File: src/rtl/input_vc_buffer.sv
// Per-VC input FIFOs in front of the input router; presents one head flit per cycle,
// highest non-empty VC first, first-word-fall-through.
module input_vc_buffer #(
  parameter int unsigned N_VIRT_CHN = 3,
  parameter int unsigned BUFF_DEPTH = 4,
  parameter int unsigned FLIT_WIDTH = 34
) (
  input  logic                  clk,
  input  logic                  arst,
  input  logic                  fin_valid_i,
  input  logic [1:0]            fin_vc_id_i,
  input  logic [FLIT_WIDTH-1:0] fin_flit_i,
  output logic [N_VIRT_CHN-1:0] fin_ready_o,
  output logic                  fout_valid_o,
  output logic [1:0]            fout_vc_id_o,
  output logic [FLIT_WIDTH-1:0] fout_flit_o,
  input  logic                  fout_ready_i,
  output logic [N_VIRT_CHN-1:0] vc_empty_o,
  output logic                  err_vc_o
);

  localparam int unsigned PtrW = $clog2(BUFF_DEPTH);
  localparam int unsigned CntW = PtrW + 1;

  logic [PtrW-1:0]       wr_ptr_q [N_VIRT_CHN];
  logic [PtrW-1:0]       wr_ptr_d [N_VIRT_CHN];
  logic [PtrW-1:0]       rd_ptr_q [N_VIRT_CHN];
  logic [PtrW-1:0]       rd_ptr_d [N_VIRT_CHN];
  logic [CntW-1:0]       cnt_q    [N_VIRT_CHN];
  logic [CntW-1:0]       cnt_d    [N_VIRT_CHN];
  logic [FLIT_WIDTH-1:0] mem_q    [N_VIRT_CHN][BUFF_DEPTH];

  logic [N_VIRT_CHN-1:0] full, empty, push, pop;
  logic                  any_valid;
  logic [1:0]            sel;
  logic [FLIT_WIDTH-1:0] head;
  logic                  err_vc_q, err_vc_d;

  always_comb begin
    for (int v = 0; v < N_VIRT_CHN; v++) begin
      full[v]  = (cnt_q[v] == CntW'(BUFF_DEPTH));
      empty[v] = (cnt_q[v] == '0);
    end
  end

  // Ascending scan: the last non-empty VC seen (highest index) wins.
  always_comb begin
    sel  = '0;
    head = '0;
    for (int v = 0; v < N_VIRT_CHN; v++) begin
      if (!empty[v]) begin
        sel  = 2'(v);
        head = mem_q[v][rd_ptr_q[v]];
      end
    end
  end

  assign any_valid = |(~empty);

  // Gated by the reset pin so ready is low for as long as reset is held.
  assign fin_ready_o = ~full & {N_VIRT_CHN{arst}};

  always_comb begin
    for (int v = 0; v < N_VIRT_CHN; v++) begin
      push[v]     = fin_valid_i && (fin_vc_id_i == 2'(v)) && fin_ready_o[v];
      pop[v]      = any_valid && fout_ready_i && (sel == 2'(v));
      wr_ptr_d[v] = wr_ptr_q[v] + PtrW'(push[v]);
      rd_ptr_d[v] = rd_ptr_q[v] + PtrW'(pop[v]);
      unique case ({push[v], pop[v]})
        2'b10:   cnt_d[v] = cnt_q[v] + CntW'(1);
        2'b01:   cnt_d[v] = cnt_q[v] - CntW'(1);
        default: cnt_d[v] = cnt_q[v];
      endcase
    end
    err_vc_d = fin_valid_i && (32'(fin_vc_id_i) >= N_VIRT_CHN);
  end

  always_ff @(posedge clk or negedge arst) begin
    if (!arst) begin
      for (int v = 0; v < N_VIRT_CHN; v++) begin
        wr_ptr_q[v] <= '0;
        rd_ptr_q[v] <= '0;
        cnt_q[v]    <= '0;
      end
      err_vc_q <= 1'b0;
    end else begin
      for (int v = 0; v < N_VIRT_CHN; v++) begin
        wr_ptr_q[v] <= wr_ptr_d[v];
        rd_ptr_q[v] <= rd_ptr_d[v];
        cnt_q[v]    <= cnt_d[v];
      end
      err_vc_q <= err_vc_d;
    end
  end

  // Storage is intentionally not reset.
  always_ff @(posedge clk) begin
    for (int v = 0; v < N_VIRT_CHN; v++) begin
      if (push[v]) mem_q[v][wr_ptr_q[v]] <= fin_flit_i;
    end
  end

  assign fout_valid_o = any_valid;
  assign fout_vc_id_o = sel;
  assign fout_flit_o  = head;
  assign vc_empty_o   = empty;
  assign err_vc_o     = err_vc_q;

endmodule

File: config.mk
export PLATFORM = sky130hd
export DESIGN_NAME = input_vc_buffer
export DESIGN_NICKNAME = d
export VERILOG_FILES = /design/src/rtl/input_vc_buffer.sv
export SDC_FILE = /design/constraint.sdc
export NUM_CORES = 1
export LEC_CHECK = 0
export ABC_AREA = 0
export CAP_MARGIN = 25
export CORE_ASPECT_RATIO = 0.75
export CORE_MARGIN = 5
export CORE_UTILIZATION = 40
export CTS_CLUSTER_DIAMETER = 100
export DETAILED_ROUTE_END_ITERATION = 8
export GPL_TIMING_DRIVEN = 0
export SLEW_MARGIN = 20
export SYNTH_ARGS = -nofsm -noshare
export SYNTH_HDL_FRONTEND = slang
export SYNTH_SLANG_ARGS = --single-unit
File: constraint.sdc
create_clock -name clk -period 8.7 [get_ports clk]
set_clock_uncertainty 0.05 [all_clocks]
set_input_delay 2.175 -clock clk [delete_from_list [all_inputs] [get_ports clk]]
set_output_delay 2.175 -clock clk [all_outputs]
set_load 0.01 [all_outputs]
; Word level (Yosys, flattened, before mapping)
; Memory sizes are Yosys's and may differ from the RTL's.
; Index checks and enable logic that the tools add are counted.
[totals]
ramBits = 408
out_inout_bits = 44
input_bits = 40
register_bits = 22
n_memories = 1
elab_cells = 115
[classes]
magnitude_cmp = 10
bitwise_logic = 9
addsub = 12
muxes = 35
n_eq_ne = 13
n_reduce_logical = 25
[memory_table]
columns = name, depth, width, read_ports, rd_clocked_by_memory_dff, wr, line
row1 = mem_q, 3, 136, 3, 0, 1, 31  ; logic [FLIT_WIDTH-1:0] mem_q [N_VIRT_CHN][BUFF_DEPTH];
[op_table]
columns = cell, n
row1 = $mux W136, 7
row2 = $mux W34, 12
row3 = $reduce_or A136 Y1, 2
row4 = $bmux W34 S2, 3
row5 = $demux W34 S2, 3
row6 = $ge A3 B3 Y1 const B, 6
row7 = $not A2 Y3, 6
row8 = $pmux W3 S2, 3
row9 = $logic_and A1 B1 Y1, 14
row10 = $add A2 B1 Y2, 6
row11 = $eq A2 B1 Y1 const B, 5
row12 = $eq A2 B2 Y1 const B, 5
row13 = $add A3 B1 Y3 const B, 3
row14 = $eq A3 B3 Y1 const B, 3
row15 = $logic_not A3 Y1, 3
row16 = $lt A3 B1 Y1 const B, 3
row17 = $sub A3 B1 Y3 const B, 3
row18 = $mux W2, 3
row19 = $not A3 Y3, 2
row20 = $reduce_bool A2 Y1, 3
row21 = $logic_not A2 Y1, 2
row22 = $mux W1, 4
row23 = $and A3 B3 Y3, 1
row24 = $reduce_or A3 Y1, 1
row25 = $ge A2 B2 Y1 const B, 1

; Depth between registers and ports, before layout
; Gate-level depths: netlist of run 1.
[logic_depth]
ltp_word = 9
depth_mapped = 10
depth_no_buf = 9

; Worst setup path after synthesis of run 1
; No wires, ideal clock.
[synth_path]
path_type = input-to-reg
from = input fin_valid_i
to = memory mem_q[0][306] (netlist bit) (enable)
setup_ns = 0.475
required_ns = 8.175
stages = 3
path_slack_ns = 2.934
arrival_ns = 5.242
n_path_buf = 0
cell_sequence = nand2_1 -> a2111o_1 -> nor3b_1
[synth_between]
elab_chain_len = 7
word_cells_on_any_way = 18
cone_classes = mux: 10 / reduce/logical: 8
[synth_lines]
columns = item, line
row1 = "start, declared", 10  ; input logic fin_valid_i,
row2 = $logic_and A1 B1 Y1 (2 in series), 65  ; push[v] = fin_valid_i && (fin_vc_id_i == 2'(v)) && fin_ready_o[v];
row3 = $mux W1, 99  ; if (push[v]) mem_q[v][wr_ptr_q[v]] <= fin_flit_i;
row4 = $mux W136 (not written as such), 99
row5 = $reduce_or A136 Y1 (no line), -
row6 = $mux W2 (no line) / $mux W136 (equally long branches) (2 in series), -
row7 = "end, declared", 31
; Several ways; a longest one is shown, not always the timed one.

; Worst setup path after layout of run 1
[layout_path]
from = input arst
to = output fin_ready_o[1]
[layout_between]
elab_chain_len = 1
[layout_lines]
columns = item, line
row1 = "start, declared", 9  ; input logic arst,
row2 = $and A3 B3 Y3, 61  ; assign fin_ready_o = ~full & {N_VIRT_CHN{arst}};
row3 = "end, declared", 13  ; output logic [N_VIRT_CHN-1:0] fin_ready_o,
; Every way passes these cells.

==> results.sh, run 1 <==
export IMPL_outcome="finished, final reports clean"
export IMPL_vias=8425
export IMPL_cts_tree="built"
export IMPL_cts_resized=0
export IMPL_synthFlopType="edfxtp_1"
export IMPL_detail_route_antenna_nets=0
export IMPL_end_kind="output port"
export IMPL_p_per_area_nw_per_um2=301
export IMPL_drt_iter0_drc=820
export IMPL_max_freq_mhz=173
export IMPL_final_area_sq_um=20100
export IMPL_row_count=64
export IMPL_irDropWorstVdd_mv=0.186
export IMPL_min_path_type="reg2reg"
export IMPL_synth_compound_area_share_pct=0.194
export IMPL_fp_dieW_um=246
export IMPL_start_util_pct=40.7
export IMPL_synth_area_leaders="edfxtp_1, mux4_2, dfrtp_1, nand3_1, nand4_1"
export IMPL_yosys_area_top_type="edfxtp_1"
export IMPL_synth_cell_types=31
export IMPL_dp_final_hpwl_mm=24.8
export IMPL_rsz0062_at_grt="no"
export IMPL_synth_edf_count=408
export IMPL_synth_nets=849
export IMPL_worstPathMaxFanout=25
export IMPL_cp_required_ps=6480
export IMPL_synth_mux_area_fraction_pct=13.9
export IMPL_layout_commonest_cell="edfxtp_1"
export IMPL_arrival_ps=3570
export IMPL_ys_ff_latch=430
export IMPL_final_cell_mix="edfxtp_1, mux4_2, clkdlybuf4s50_1"
export IMPL_crit_type="in2out"
export IMPL_crit_chain="buf_2 -> inv_1 -> a21oi_1 -> clkdlybuf4s50_1"
export IMPL_nFillCells=3379
export IMPL_cap_violations=0
export IMPL_grt_pass1_wl_mm=56.8
export IMPL_grt_pass1_vias=8663
export IMPL_post_route_period_util_pct=66.6
export IMPL_numClockSinks=430
export IMPL_antennaDiodeCount=0
export IMPL_globalRoute_totalOverflow=0
export IMPL_synthesis_area_sq_um=16700
export IMPL_cp_slowest_cell="clkdlybuf4s50_1"
export IMPL_drc=0
export IMPL_leakage_nw=6.63
export IMPL_synthSimpleGateAreaFrac_pct=5.30
export IMPL_setup_viol=0
export IMPL_htree_levels=2
export IMPL_totalPowerFinal_w=0.00603
export IMPL_dieArea_sq_um=46100
export IMPL_routed_wl_mm=37.7
export IMPL_area_growth_pct=19.9
export IMPL_synth_xor_xnor_area_share_pct=0.785
export IMPL_yosysSeqAreaShare_pct=76.5
export IMPL_grt_max_degree=35
export IMPL_core_area_sq_um=41100
export IMPL_gp_congestion=0.703
export IMPL_drive_gt1_share_pct=26.2
export IMPL_clockRootBuffer="clkbuf_16"
export IMPL_clk_path_buf_depth=3
export IMPL_start_kind="input pin"
export IMPL_grt_usage_pct=16.3
export IMPL_final_hold_violation_count=0
export IMPL_drt_vias_per_instance=5.41
export IMPL_dieHeight_um=187
export IMPL_wl_per_cell_um=24.2
export IMPL_place_area_sq_um=18700
export IMPL_cts_hold_buffers=0
export IMPL_async_reset_ff_share_pct=5.12
export IMPL_first_pass_iters=5
export IMPL_pin_count=84
export IMPL_synthCells=797
export IMPL_yosysWarnings=0
export IMPL_post_cts_setup_buffer_count=0
export IMPL_slowest_delay_ps=570
export IMPL_port_buffers=83
export IMPL_syn_area_per_cell_sq_um=21.0
export IMPL_synthAdderAreaFrac_pct=1.03
export IMPL_clk_latency_ps=540
export IMPL_synth_top_family_by_area="multiplexers"
export IMPL_maxSlewHeadroom_pct=47.0
export IMPL_clk_pin_slew_worst_paths_ps=60
export IMPL_worst_slew_pin_slew_ps=791
export IMPL_timing_final_crit_period_ps=5790
export IMPL_antenna_found_initial=1
export IMPL_nets=1019
export IMPL_drv_slew=0
export IMPL_post_synth_top_area_fraction_pct=73.2
export IMPL_numCtsBuffers=42
==> final cells by class <==
type	instances	area (sq um)	area share [%]
multi-input cells	305	3600	18.0
plain buffers	46	312	1.55
clock inverters	27	277	1.38
repair buffers	126	1220	6.10
inverters	16	65.1	0.324
well taps	561	702	3.50
clock buffers	47	1070	5.33
flip-flops and latches	430	12800	63.8
==> Yosys cell counts (7+ instances only) <==
cell / count
buf_6: 15
mux4_2: 102
ha_1: 9
nand2_1: 37
nand3_1: 69
xor2_1: 12
dfrtp_1: 22
clkbuf_1: 11
inv_1: 12
edfxtp_1: 408
nand4_1: 34
buf_2: 18
nor2_1: 7
==> logic make-up (layout without fill, tap and decap cells) <==
logic type,after synthesis,count (layout)
AOI/OAI and AO/OA,4,4
xor gates and xnor gates,15,15
adders and majority gates,12,12
buffers and inverters,62,262
DFF,430,430
muxes,105,105
and+or+nand+nor,169,169
==> worst max-delay path: cells and delay by family <==
| family | cells | cell delay, ps |
|---|---|---|
| buffers and inverters | 3 | 1210 |
| AOI/OAI and AO/OA | 1 | 170 |
==> through the flow <==
| step | std cells | TNS [ps] | hold WS, ps | util (%) | worst slack, ps |
|---|---|---|---|---|---|
| 3_3_place_gp | 1441 | -245550 | 418 | 44.5 | -1550 |
| 6_report | 1558 | 0 | 428 | 48.8 | 2910 |
| 3_5_place_dp | 1484 | 0 | 423 | 45.5 | 2810 |
| 5_1_grt | 1558 | 0 | 458 | 48.8 | 2750 |
| 4_1_cts | 1558 | 0 | 435 | 48.8 | 2800 |
| 2_1_floorplan | 797 | 0 | 399 | - | 2930 |
==> sequential cells by signal, summed over array words and instances, names as in the netlist <==
signal,count
wr_ptr_q,6
cnt_q,9
mem_q,408
err_vc_o,1
rd_ptr_q,6
==> layer usage <==
metal / vias up / wire length (um) / GRT usage, % / share of wire (%)
met1: 4484 / 17800 / 25.9 / 47
met2: 273 / 16900 / 24.0 / 45
met4: 2 / 593 / 3.28 / 1.6
met3: 54 / 2410 / 2.86 / 6.4
met5: - / 13 / 0 / 0.034
li1: 3612 / - / - / -
==> worst paths after layout <==
path | startpoint | endpoint | slack [ps] | cells after the start
setup / recovery | arst | fin_ready_o[1] | 2910 | 4
hold / removal | cnt_q[8] | cnt_q[8] | 430 | 1
setup reg to reg | cnt_q[0] | cnt_q[8] | 5810 | 10
hold reg to reg | cnt_q[8] | cnt_q[8] | 430 | 1
max in group asynchronous | arst | wr_ptr_q[4] | 6630 | 1
min in group asynchronous | arst | cnt_q[3] | 1590 | 1
==> where the power goes <==
part	internal (W)	switching, W	total (W)
sequential	0.00237	0.0000663	0.00244
combinational	0.000860	0.000921	0.00178
clock	0.00104	0.000770	0.00181
total	0.00427	0.00176	0.00603
(Power assumes the default switching activity.)
==> inputs of run 2 (changes only) <==
- clock period: 8.7 -> 6 ns (I/O delays scaled with it)
==> results of run 2 <==
Same layout as run 1 (identical final DEF). Status: finished, final reports clean.
Among the figures that moved: setup slack after placement 2810 ps -> 1460 ps; setup slack after layout 2910 ps -> 1260 ps; start point of the critical path arst -> cnt_q[0]; end point of the critical path fin_ready_o[1] -> fout_flit_o[4]; register-to-register setup slack 5810 ps -> 3110 ps; total power 0.00603 W -> 0.00874 W; worst IR drop on VDD 0.186 mV -> 0.269 mV
==> inputs of run 3 (changes only) <==
- clock period: 6 -> 4.1 ns (I/O delays scaled with it)
==> results.sh, run 3 (synthesis results as in run 1) <==
export IMPL_crit_type="reg2out"
export IMPL_layoutNonFillerInstCount=1545
export IMPL_final_hold_violation_count=0
export IMPL_maxSlewHeadroom_pct=53.1
export IMPL_multiInputGateArea_sq_um=3650
export IMPL_fp_dieW_um=246
export IMPL_rsz0062_at_grt="no"
export IMPL_gp_congestion=0.713
export IMPL_post_route_period_util_pct=94.8
export IMPL_outcome="finished, final reports clean"
export IMPL_largest_reg_flops=408
export IMPL_detail_route_antenna_nets=0
export IMPL_r2r_slack_ps=1260
export IMPL_final_cell_mix="edfxtp_1, mux4_2, clkdlybuf4s50_1"
export IMPL_globalRoute_totalOverflow=0
export IMPL_wl_per_cell_um=24.2
export IMPL_leakage_nw=6.59
export IMPL_drt_vias_per_instance=5.38
export IMPL_path_common_cell="nand3_1"
export IMPL_clk_path_buf_depth=3
export IMPL_area_growth_pct=19.9
export IMPL_antenna_found_initial=1
export IMPL_cp_buffers_inverters=3
export IMPL_grt_pass1_vias=8554
export IMPL_crit_chain="or3_1 -> buf_6 -> clkbuf_2 -> nand3_1 -> nand3_1 -> clkdlybuf4s50_1"
export IMPL_pin_count=84
export IMPL_cts_tree="built"
export IMPL_clk_latency_ps=530
export IMPL_slowest_delay_ps=550
export IMPL_drc=0
export IMPL_seq_area_sq_um=12800
export IMPL_core_area_sq_um=41100
export IMPL_start_kind="flip-flop"
export IMPL_arrival_ps=2810
export IMPL_grt_usage_pct=16.4
export IMPL_min_path_type="in2async"
export IMPL_drt_iter0_drc=722
export IMPL_grt_max_degree=35
export IMPL_antennaDiodeCount=0
export IMPL_worstPathMaxFanout=10
export IMPL_htree_levels=2
export IMPL_cap_violations=0
export IMPL_port_buffers=83
export IMPL_drive_gt1_share_pct=24.8
export IMPL_p_per_area_nw_per_um2=630
export IMPL_numCtsBuffers=41
export IMPL_start_util_pct=40.7
export IMPL_dieHeight_um=187
export IMPL_layout_commonest_cell="edfxtp_1"
export IMPL_clk_pin_slew_worst_paths_ps=60
export IMPL_cp_slowest_cell="clkdlybuf4s50_1"
export IMPL_end_kind="output port"
export IMPL_first_pass_iters=5
export IMPL_numClockSinks=430
export IMPL_dieArea_sq_um=46100
export IMPL_cp_required_ps=3020
export IMPL_vias=8309
export IMPL_grt_pass1_wl_mm=56.8
export IMPL_max_freq_mhz=257
export IMPL_clockRootBuffer="clkbuf_16"
export IMPL_nets=1005
export IMPL_dp_final_hpwl_mm=24.8
export IMPL_row_count=64
export IMPL_irDropWorstVdd_mv=0.419
export IMPL_setup_viol=0
export IMPL_whs_ps=428
export IMPL_drv_slew=0
export IMPL_totalPowerFinal_w=0.0126
export IMPL_dp_cells=1470
export IMPL_timing_final_crit_period_ps=3890
export IMPL_worst_slew_pin_slew_ps=704
export IMPL_routed_wl_mm=37.4
export IMPL_crit_family="buffers and inverters"
export IMPL_nFillCells=3346
export IMPL_cts_hold_buffers=0
==> run 3: cell type report <==
class / count / area share [%]
inverters: 16 / 0.324
repair buffers: 113 / 6.31
multi-input cells: 305 / 18.2
clock buffers: 56 / 5.61
clock inverters: 18 / 0.655
flip-flops and latches: 430 / 63.8
well taps: 561 / 3.50
plain buffers: 46 / 1.60
==> run 3: path summary, 6_finish.rpt <==
path / from / end / depth (start not counted)
worst max-delay path: cnt_q[5] / fout_flit_o[18] / 6
worst min-delay path: arst / err_vc_o / 1
worst max register to register: cnt_q[5] / cnt_q[8] / 10
worst min register to register: cnt_q[8] / cnt_q[8] / 1
max in group asynchronous: arst / rd_ptr_q[1] / 1
min in group clk: cnt_q[8] / cnt_q[8] / 1
==> run 3: worst reg2reg max path: stages, from the launching register on <==
cell	delay, ps
dfrtp_1	420
or3_1	420
buf_6	180
buf_2	230
nor3_1	380
ha_1	250
inv_1	60
fa_1	370
xor2_1	150
nor2_1	110
xor2_1	150
==> run 3: power by group <==
group	switching [W]	leakage [nW]	internal [W]	total, W
Clock	0.00156	0.613	0.00205	0.00360
Sequential	0.000162	3.94	0.00504	0.00520
Combinational	0.00199	2.04	0.00186	0.00385
Total	0.00370	6.59	0.00895	0.0126
==> run 3: through the flow <==
stage	utilization, %	TNS [ps]	setup slack (ps)	area, sq um
global route	48.8	0	43.1	20100
global placement	44.6	-797640	-2560	18300
detailed placement	45.7	0	427	18800
CTS	48.8	0	64.7	20100
floorplan	-	0	657	16800
finish	48.8	0	211	20100
==> run 3: timing repair <==
action	CTS	global route
endpoints found under the hold margin	0	0
setup buffers	1	0
cloned	0	0
pin swaps	1	0
setup endpoints to repair	30	12
resized for setup	3	8
==> run 3: per-layer routing <==
metal  up-vias  wire length (um)  global-route usage [%]
li1       3594                 -                       -
met1      4397             17900                    26.2
met2       269             16500                    23.6
met3        47              2510                    3.49
met4         2               530                    3.00
met5         -                13                       0
